==> src/rtl/seg_pkg.sv <==
// Shared display types and constants for the seven-segment blocks.
// Segment order {a,b,c,d,e,f,g,dp}, all active-low.
package seg_pkg;

   typedef enum logic [1:0] {
      IDLE  = 2'd0,
      BLANK = 2'd1,
      SHOW  = 2'd2
   } state_t;

   localparam logic [7:0] SEG_OFF = 8'hFF;

   // {a,b,c,d,e,f,g} per hex value, MSB = a
   localparam logic [6:0] HEX_SEG [16] = '{
      7'b0000001, 7'b1001111, 7'b0010010, 7'b0000110,
      7'b1001100, 7'b0100100, 7'b0100000, 7'b0001111,
      7'b0000000, 7'b0000100, 7'b0001000, 7'b1100000,
      7'b0110001, 7'b1000010, 7'b0110000, 7'b0111000
   };

endpackage

==> src/rtl/seg_scan_ctrl_if.sv <==
// Datapath-facing and pin-facing signals of the scan controller.
// master drives data/masks/strobes, slave (the controller) drives the pins.
interface seg_scan_ctrl_if #(
   parameter int NUM_DIGITS = 8
);
   logic                    en;
   logic                    load;
   logic [4*NUM_DIGITS-1:0] data_in;
   logic [NUM_DIGITS-1:0]   dp_in;
   logic [NUM_DIGITS-1:0]   blank_in;
   logic [NUM_DIGITS-1:0]   an;
   logic [7:0]              seg;
   logic                    frame_done;

   modport master (
      output en, load, data_in, dp_in, blank_in,
      input  an, seg, frame_done
   );

   modport slave (
      input  en, load, data_in, dp_in, blank_in,
      output an, seg, frame_done
   );
endinterface

==> src/rtl/seg_hex_decode.sv <==
// Hex nibble plus decimal point to active-low {a..g,dp} segment pattern.
// Purely combinational, no backpressure.
module seg_hex_decode
   import seg_pkg::*;
(
   input  logic [3:0] nibble,
   input  logic       dp,
   output logic [7:0] seg
);

   assign seg = {HEX_SEG[nibble], ~dp};

endmodule

==> src/rtl/seg_scan_ctrl.sv <==
// Multiplexed seven-segment scanner with dead-time guard and frame-synchronous data swap.
// New data shows from the next frame start; outputs depend only on registered state; no backpressure.
module seg_scan_ctrl
   import seg_pkg::*;
#(
   parameter int NUM_DIGITS   = 8,
   parameter int DIGIT_CYCLES = 100000,
   parameter int BLANK_CYCLES = 1000
)(
   input  logic         clk,
   input  logic         rst,
   seg_scan_ctrl_if.slave bus
);

   localparam int CNT_MAX  = (DIGIT_CYCLES > BLANK_CYCLES) ? DIGIT_CYCLES : BLANK_CYCLES;
   localparam int CNT_SPAN = (CNT_MAX < 2) ? 2 : CNT_MAX;
   localparam int CW       = $clog2(CNT_SPAN);
   localparam int IW       = $clog2(NUM_DIGITS);

   localparam logic [CW-1:0] DIGIT_LAST = CW'(DIGIT_CYCLES - 1);
   localparam logic [CW-1:0] BLANK_LAST = CW'((BLANK_CYCLES > 0) ? BLANK_CYCLES - 1 : 0);
   localparam logic [IW-1:0] IDX_LAST   = IW'(NUM_DIGITS - 1);
   // With no guard time the scan never leaves SHOW once started
   localparam state_t        LIT_NEXT   = (BLANK_CYCLES == 0) ? SHOW : BLANK;
   localparam state_t        START_NEXT = (BLANK_CYCLES == 0) ? SHOW : BLANK;

   state_t                  state, state_nxt;
   logic [CW-1:0]           cnt, cnt_nxt;
   logic [IW-1:0]           idx, idx_nxt;
   logic                    frame_done_q, frame_done_nxt;
   logic                    frame_start;

   logic [4*NUM_DIGITS-1:0] act_data, pend_data;
   logic [NUM_DIGITS-1:0]   act_dp, pend_dp;
   logic [NUM_DIGITS-1:0]   act_blank, pend_blank;
   logic                    pend_valid;

   logic [NUM_DIGITS-1:0]   an_d;
   logic [7:0]              seg_d;
   logic [7:0]              dec_seg;

   always_ff @(posedge clk) begin
      if (rst) begin
         state        <= IDLE;
         cnt          <= '0;
         idx          <= '0;
         frame_done_q <= 1'b0;
      end else begin
         state        <= state_nxt;
         cnt          <= cnt_nxt;
         idx          <= idx_nxt;
         frame_done_q <= frame_done_nxt;
      end
   end

   always_comb begin
      state_nxt      = state;
      cnt_nxt        = cnt;
      idx_nxt        = idx;
      frame_done_nxt = 1'b0;
      frame_start    = 1'b0;
      if (!bus.en) begin
         state_nxt = IDLE;
         cnt_nxt   = '0;
         idx_nxt   = '0;
      end else begin
         unique case (state)
            IDLE: begin
               state_nxt   = START_NEXT;
               cnt_nxt     = '0;
               idx_nxt     = '0;
               frame_start = 1'b1;
            end
            BLANK: begin
               if (cnt == BLANK_LAST) begin
                  state_nxt = SHOW;
                  cnt_nxt   = '0;
               end else begin
                  cnt_nxt = cnt + CW'(1);
               end
            end
            SHOW: begin
               if (cnt == DIGIT_LAST) begin
                  state_nxt = LIT_NEXT;
                  cnt_nxt   = '0;
                  if (idx == IDX_LAST) begin
                     idx_nxt        = '0;
                     frame_done_nxt = 1'b1;
                     frame_start    = 1'b1;
                  end else begin
                     idx_nxt = idx + IW'(1);
                  end
               end else begin
                  cnt_nxt = cnt + CW'(1);
               end
            end
            default: begin
               state_nxt = IDLE;
               cnt_nxt   = '0;
               idx_nxt   = '0;
            end
         endcase
      end
   end

   // A load landing on a frame start bypasses pending so it is shown this frame
   always_ff @(posedge clk) begin
      if (rst) begin
         act_data   <= '0;
         act_dp     <= '0;
         act_blank  <= '0;
         pend_data  <= '0;
         pend_dp    <= '0;
         pend_blank <= '0;
         pend_valid <= 1'b0;
      end else if (frame_start) begin
         if (bus.load) begin
            act_data  <= bus.data_in;
            act_dp    <= bus.dp_in;
            act_blank <= bus.blank_in;
         end else if (pend_valid) begin
            act_data  <= pend_data;
            act_dp    <= pend_dp;
            act_blank <= pend_blank;
         end
         pend_valid <= 1'b0;
      end else if (bus.load) begin
         pend_data  <= bus.data_in;
         pend_dp    <= bus.dp_in;
         pend_blank <= bus.blank_in;
         pend_valid <= 1'b1;
      end
   end

   seg_hex_decode u_dec (
      .nibble (act_data[{idx, 2'b00} +: 4]),
      .dp     (act_dp[idx]),
      .seg    (dec_seg)
   );

   always_comb begin
      an_d  = '1;
      seg_d = SEG_OFF;
      if (state == SHOW) begin
         an_d[idx] = 1'b0;
         if (!act_blank[idx]) begin
            seg_d = dec_seg;
         end
      end
   end

   assign bus.an         = an_d;
   assign bus.seg        = seg_d;
   assign bus.frame_done = frame_done_q;

endmodule
==> src/flat_wrapper.sv <==
// flat-port wrapper written by rule: the top's interface ports become plain ports
module seg_scan_ctrl_flat import seg_pkg::*;
#(
   parameter int NUM_DIGITS   = 8,
   parameter int DIGIT_CYCLES = 100000,
   parameter int BLANK_CYCLES = 1000
)
  (clk, rst, bus_en, bus_load, bus_data_in, bus_dp_in, bus_blank_in, bus_an, bus_seg, bus_frame_done);
  seg_scan_ctrl_if #(.NUM_DIGITS(NUM_DIGITS)) bus_i ();
  input  logic clk;
  input  logic rst;
  input wire logic [$bits(bus_i.en)-1:0] bus_en;
  input wire logic [$bits(bus_i.load)-1:0] bus_load;
  input wire logic [$bits(bus_i.data_in)-1:0] bus_data_in;
  input wire logic [$bits(bus_i.dp_in)-1:0] bus_dp_in;
  input wire logic [$bits(bus_i.blank_in)-1:0] bus_blank_in;
  output wire logic [$bits(bus_i.an)-1:0] bus_an;
  output wire logic [$bits(bus_i.seg)-1:0] bus_seg;
  output wire logic [$bits(bus_i.frame_done)-1:0] bus_frame_done;
  assign bus_i.en = bus_en;
  assign bus_i.load = bus_load;
  assign bus_i.data_in = bus_data_in;
  assign bus_i.dp_in = bus_dp_in;
  assign bus_i.blank_in = bus_blank_in;
  assign bus_an = bus_i.an;
  assign bus_seg = bus_i.seg;
  assign bus_frame_done = bus_i.frame_done;
  seg_scan_ctrl #(.NUM_DIGITS(NUM_DIGITS), .DIGIT_CYCLES(DIGIT_CYCLES), .BLANK_CYCLES(BLANK_CYCLES)) u_core (.clk(clk), .rst(rst), .bus(bus_i));
endmodule
==> config.mk <==
export PLATFORM = sky130hd
export DESIGN_NAME = seg_scan_ctrl_flat
export DESIGN_NICKNAME = d
export VERILOG_FILES = /design/src/rtl/seg_pkg.sv /design/src/rtl/seg_scan_ctrl_if.sv /design/src/rtl/seg_hex_decode.sv /design/src/rtl/seg_scan_ctrl.sv /design/src/flat_wrapper.sv
export SDC_FILE = /design/constraint.sdc
export NUM_CORES = 1
export LEC_CHECK = 0
export CAP_MARGIN = 10
export CORE_UTILIZATION = 56
export CTS_CLUSTER_DIAMETER = 60
export DETAILED_ROUTE_END_ITERATION = 7
export PLACE_DENSITY = 0.77
export SYNTH_ARGS = -nofsm -noshare
export SYNTH_HDL_FRONTEND = slang
export SYNTH_HIERARCHICAL = 1
export SYNTH_SLANG_ARGS = --single-unit
==> constraint.sdc <==
create_clock -name clk -period 3.84 [get_ports clk]
set_input_delay 0.384 -clock clk [delete_from_list [all_inputs] [get_ports clk]]
set_output_delay 0.384 -clock clk [all_outputs]
set_load 0.005 [all_outputs]
==> results by group, run 1 <==
Floorplanning
  – # rows: 36
  – Starting Density: 58.8%
  – Core ar.: approximately 10000 sq um
  – Ports: 69
  – Chip Width: around 100 microns
  – Die ar.: ~11000 sq um
  – Height of the die: 104 microns

Layout
  – Final net count: 751
  – Antenna cells: 0
  – Synthesis-to-layout area growth: 21.4%
  – Most common cell after layout, fill and taps aside: dfxtp_1
  – Finished Cell Area: 7110 sq um
  – Most frequent cells in the layout: dfxtp_1, nand2_1, a21oi_1
  – Post-Layout Cell Count: 831
  – Share of layout cells above drive strength 1: between 10% and 20%

Place
  – DP Area: about 6500 sq um
  – HPWL after DPL: ~8.8 mm
  – GPL Wtd Cong: around 0.90
  – Post-Place Cells: 798
  – Worst slack, placed: approximately 360 ps
  – IO buf count: 68

GRT
  – Pin count of the biggest net entering global routing: 66
  – GR Util met1: between 30% and 40%
  – Initial antenna violation count: 0
  – M2 GR Usage: between 40% and 50%
  – First-pass GRT wire length: 22.4 mm
  – Gr usage total: between 20% and 30%
  – Residual overflow from global routing: 0
  – GR Util met3: ~5.4%
  – Gr busiest metal: met2
  – Vias in the first global route: around 4600

Power
  – P per Cell Area: ~450 nW/um^2
  – Total Power: approximately 3.2 mW
  – Leak: between 2 and 3 nW
  – VDD IR max: between 0.0002 and 0.0003 V

Clock network
  – Worst-skew pair later-pin latency: approximately 520 ps
  – Cts hold-fix bufs: 0
  – Worst-path clk slew: 60 ps
  – CTS tree: yes
  – H-tree depth: 4
  – Clock buffer depth: 2
  – Cts bufs inserted: 17
  – Root buf cell: clkbuf_8
  – CTS Sinks: 120

Routing
  – DRT Pass-1 Iters: 5
  – Antenna viol nets, final: 0
  – Routed WL: around 13 mm
  – Vias/cell: about 5.7
  – Vias post-DR: between 4000 and 5000
  – Drt drc: 0
  – Iteration-0 DRC Markers: roughly 320
  – WL/cell: 16.0 microns

Logic synthesis
  – Mapped Avg Cell Area: 9.15 sq um
  – Synth Net Count: between 700 and 800
  – Synth warn: 6
  – Synth Instances: 640
  – Netlist area before placement: between 5000 and 6000 sq um
  – Post-synthesis sequential area ratio: approximately two fifths
  – Distinct cells, synth: 47
  – Seq cells post-synth: 120

Timing
  – Hold WS: between 200 and 300 ps
  – Setup-failing EPs final: 0
  – Worst-margin pin slew: about 1000 ps
  – Slew HR: 33.4%
  – Final hold vios: 0
  – Fmax: between 200 and 300 MHz
  – Clock skew: 9.53 ps
  – Final Worst Setup Slack: between 100 and 150 ps
  – Final Cycle Share: between 90% and 100%
  – Slew Viols, Final: 0
  – Minimum clock period after layout: around 3700 ps

Job
  – Max-cap viol count: 0

Worst setup path
  – Crit path required time: approximately 3500 ps
  – CP Max Fanout: 5
  – Worst setup EP type: output port
  – CP arrival: about 3400 ps
  – CP Launch Type: register
  – Worst setup path category: reg -> out

Run status
  – Status: finished, final reports clean

Min path
  – Tightest Hold Check Type: in -> reg
cell usage after synthesis, drive strengths merged:
master / instances / area [sq um]
a211o: 1 / 8.76
a211oi: 49 / 418
a21boi: 1 / 7.51
a21o: 2 / 15.0
a21oi: 99 / 495
and2: 5 / 31.3
and3: 2 / 12.5
and4: 4 / 35.0
buf: 29 / 184
clkbuf: 24 / 90.1
dfxtp: 120 / 2400
ha: 14 / 175
inv: 10 / 37.5
mux2: 7 / 78.8
mux2i: 57 / 571
mux4: 11 / 252
nand2: 107 / 402
nand2b: 3 / 18.8
nand3: 15 / 80.1
nand4: 6 / 52.6
nor2: 25 / 93.8
nor2b: 4 / 25.0
nor3: 1 / 5.00
nor4: 2 / 27.5
nor4b: 1 / 23.8
nor4bb: 1 / 10.0
o211ai: 2 / 15.0
o21a: 1 / 7.51
o21ai: 6 / 30.0
o21bai: 2 / 26.3
o221a: 1 / 11.3
o2bb2ai: 1 / 8.76
or2: 9 / 56.3
or3: 3 / 18.8
xnor2: 3 / 26.3
xor2: 12 / 105
state kept, by name (all words and copies together), names as in the netlist:
| signal | cells |
|---|---|
| u_core/pend_valid | 1 |
| u_core/act_data | 32 |
| u_core/pend_dp | 8 |
| u_core/bus.frame_done | 1 |
| u_core/pend_data | 32 |
| u_core/idx | 3 |
| u_core/state | 2 |
| u_core/act_dp | 8 |
| u_core/pend_blank | 8 |
| u_core/act_blank | 8 |
| u_core/cnt | 17 |
stage by stage:
step | util (%) | TNS [ps]
global placement | 65.5 | 0
CTS | 71.1 | 0
detailed placement | 65.5 | 0
global route | 71.4 | -4.68
floorplan | - | 0
finish | 71.4 | 0
worst paths after layout:
kind	startpoint	endpoint	slack (ps)	cells past startpoint
worst max register to register	u_core/cnt[0]	u_core/pend_blank[2]	1150	7
worst min-delay path	bus_load	u_core/pend_valid	280	3
worst max-delay path	u_core/idx[0]	bus_seg[4]	110	7
worst min register to register	u_core/pend_dp[0]	u_core/pend_dp[0]	450	2
metal layers:
metal,part of all wire [%],vias to the layer above
li1,-,2363
met1,43,2247
met2,51,135
met3,4.4,29
met4,2.3,0
met5,0,-
cells by family after synthesis:
| kind of cell | count (synthesis) | share of synthesized area [%] |
|---|---|---|
| AND/OR/NAND/NOR | 188 | 15.2 |
| AO/OA/AOI/OAI | 165 | 17.8 |
| flip-flops | 120 | 41.0 |
| multiplexers | 75 | 15.4 |
| buffers and inverters | 63 | 5.32 |
| XOR/XNOR | 15 | 2.24 |
| adder cells (fa/ha/maj) | 14 | 2.99 |
report_power, final:
| part | total, mW | switching (mW) | internal, mW |
|---|---|---|---|
| Sequential | 1.35 | 0.0390 | 1.32 |
| Combinational | 0.365 | 0.198 | 0.168 |
| Clock | 1.45 | 0.558 | 0.893 |
worst max-delay path, cell delays in order, from the launching register on:
cell	delay, ps
dfxtp_4	380
buf_8	130
mux4_2	490
mux2_4	330
ha_1	240
mux4_1	520
or2_2	300
clkdlybuf4s50_1	440
cell type report:
class	instances	area, sq um
Clock inverter	10	95.1
Clock buffer	22	453
Fill cell	766	2850
Tap cell	133	166
Multi-Input combinational cell	457	3170
Inverter	10	40.0
Timing Repair Buffer	79	773
Sequential cell	120	2410
what timing repair did:
item	in CTS	in global routing
setup endpoints to repair	1	1
resized for setup	4	5
buffers inserted	0	1
Power figures use the tool's default switching activity.
==> run 2: changes to the inputs <==
CTS_CLUSTER_SIZE = 25   (was not set)
GPL_ROUTABILITY_DRIVEN = 0   (was not set)
==> results of run 2 <==
No change in the layout: final DEF, timing and power equal those of run 1.
==> run 3: changes to the inputs <==
CORE_MARGIN = 4   (was not set)
==> run 3 against run 2 <==
Net effect:
- sequential share of layout area shrank 0.20 points
- power grew 4.5%
- critical path depth grew 2
- critical path type unchanged
- via count grew 0.63%
- register-to-register slack gained 30 ps
- combinational power is essentially flat
==> results by group, run 3 (synthesis gave the netlist of run 1 again) <==
Timing
  – Final hold vios: 0
  – Unrepaired setup endpoints after global routing: no
  – Hold WS: between 400 and 500 ps
  – Slew Viols, Final: 0
  – Slew HR: 31.0%
  – Clock skew: 9.26 ps
  – Fmax: approximately 270 MHz
  – Setup-failing EPs final: 0
  – Final Cycle Share: between 90% and 100%
  – Final TNS setup: 0 ps
  – Worst-margin pin slew: 1040 ps
  – Minimum clock period after layout: roughly 3700 ps

Layout
  – Most common cell after layout, fill and taps aside: dfxtp_1
  – Largest regs: u_core/act_data: 32 flops, u_core/pend_data: 32 flops, u_core/cnt: 17 flops
  – Finished Cell Area: 7150 sq um
  – Antenna cells: 0
  – Synthesis-to-layout area growth: 22.1%
  – Most frequent cells in the layout: dfxtp_1, nand2_1, a21oi_1
  – Share of layout cells above drive strength 1: a little over an eighth
  – Final Util: 69.6%
  – Final net count: 750

Routing
  – Antenna viol nets, final: 0
  – Drt drc: 0
  – Iteration-0 DRC Markers: 340
  – DRT Pass-1 Iters: 6
  – Routed WL: 13.4 mm
  – WL/cell: ~16 microns
  – Vias post-DR: 4804
  – Vias/cell: between 5 and 6

Power
  – Cell-internal power: 2.55 mW
  – Combinational power share: a little over a tenth
  – Switching Fraction: between 20 and 25%
  – VDD IR max: between 0.0003 and 0.0004 V
  – Clock power frac: between 40% and 50%
  – P per Cell Area: about 460 nW/um^2
  – Leak: 2.63 nW
  – Psw: 0.767 mW
  – Seq pwr share: 40.9%

Worst setup path
  – Worst r2r path cells: 6
  – CP arrival: 3330 ps
  – Reg2reg setup slack: around 1200 ps
  – CP Launch Type: register
  – Worst setup path category: reg -> out
  – Crit path required time: approximately 3500 ps
  – Worst setup EP type: output port
  – Worst reg2reg path endpoint: u_core/act_data[16]
  – Reg-to-Reg Start: u_core/cnt[0]
  – CP Max Fanout: 6

Clock network
  – Root buf cell: clkbuf_8
  – CTS tree: yes
  – Worst-path clk slew: ~50 ps
  – CTS Sinks: 120
  – Post-CTS Resized: 3
  – Cts bufs inserted: 17
  – Cts hold-fix bufs: 0
  – Clock buffer depth: 2
  – Worst-skew pair later-pin latency: 520 ps
  – H-tree depth: 4
  – Setup Fix Bufs, Post-CTS: 0

GRT
  – First-pass GRT wire length: between 20 and 25 mm
  – Vias in the first global route: about 4700
  – Residual overflow from global routing: 0
  – Initial antenna violation count: 0
  – Gr usage total: roughly 23%
  – Pin count of the biggest net entering global routing: between 90 and 100

Min path
  – Hold Path Depth: 3
  – Hold Path Sink: u_core/idx[0]
  – HP Start: rst
  – Tightest Hold Check Type: in -> reg

Place
  – HPWL after DPL: 8.85 mm
  – DP Area: 6530 sq um
  – IO buf count: a little under 70

Floorplanning
  – Chip Width: ~110 microns
  – Core ar.: approximately 10000 sq um
  – Height of the die: 110 microns
  – Die ar.: 12200 sq um
  – Ports: 69
  – Starting Density: between 50% and 60%
  – # rows: 37

Run status
  – Status: finished, final reports clean

Job
  – Max-cap viol count: 0
run 3: layout make-up:
cell class / count / area, sq um
clock buffers: 23 / 487
clock inverters: 8 / 118
fillers: 780 / 3130
inverters: 10 / 40.0
multi-input cells: 457 / 3160
flip-flops and latches: 120 / 2410
well taps: 136 / 170
repair buffers: 78 / 766
run 3: critical path, stage by stage (launching register included):
cell	delay, ps
dfxtp_4	380
buf_8	140
mux4_2	500
mux2_4	330
inv_4	80
ha_1	140
inv_1	40
mux4_1	460
or2_2	300
clkdlybuf4s50_1	450
run 3: routing by layer:
metal | share of wire (%) | GRT usage [%]
met1 | 42 | 27.2
met2 | 51 | 38.9
met3 | 5.7 | 7.69
met4 | 1.7 | 8.36
met5 | 0 | 0
run 3: worst max-delay path by stage:
| stage | startpoint | to | cells past startpoint |
|---|---|---|---|
| 6_report | u_core/idx[0] | bus_seg[4] | 9 |
| 5_1_grt | u_core/idx[0] | bus_seg[4] | 9 |
| 4_1_cts | u_core/idx[0] | bus_seg[4] | 9 |
| 3_5_place_dp | u_core/idx[0] | bus_seg[4] | 9 |
| 3_3_place_gp | u_core/idx[0] | bus_seg[4] | 9 |
| 2_1_floorplan | u_core/idx[0] | bus_seg[4] | 9 |
run 3: power groups by stage:
stage	combinational, mW	sequential, mW	clock (mW)
floorplan	0.255	1.37	0
global route	0.401	1.36	1.68
detailed placement	0.358	1.38	0
finish	0.363	1.36	1.60
CTS	0.362	1.36	1.62
global placement	0.344	1.38	0
run 3: stage by stage:
| stage | worst slack, ps | instances | total power [mW] |
|---|---|---|---|
| 2_1_floorplan | 796 | 640 | 1.62 |
| 3_3_place_gp | 501 | 801 | 1.72 |
| 3_5_place_dp | 414 | 801 | 1.74 |
| 4_1_cts | 13.6 | 832 | 3.34 |
| 5_1_grt | 12.9 | 832 | 3.44 |
| 6_report | 130 | 832 | 3.32 |
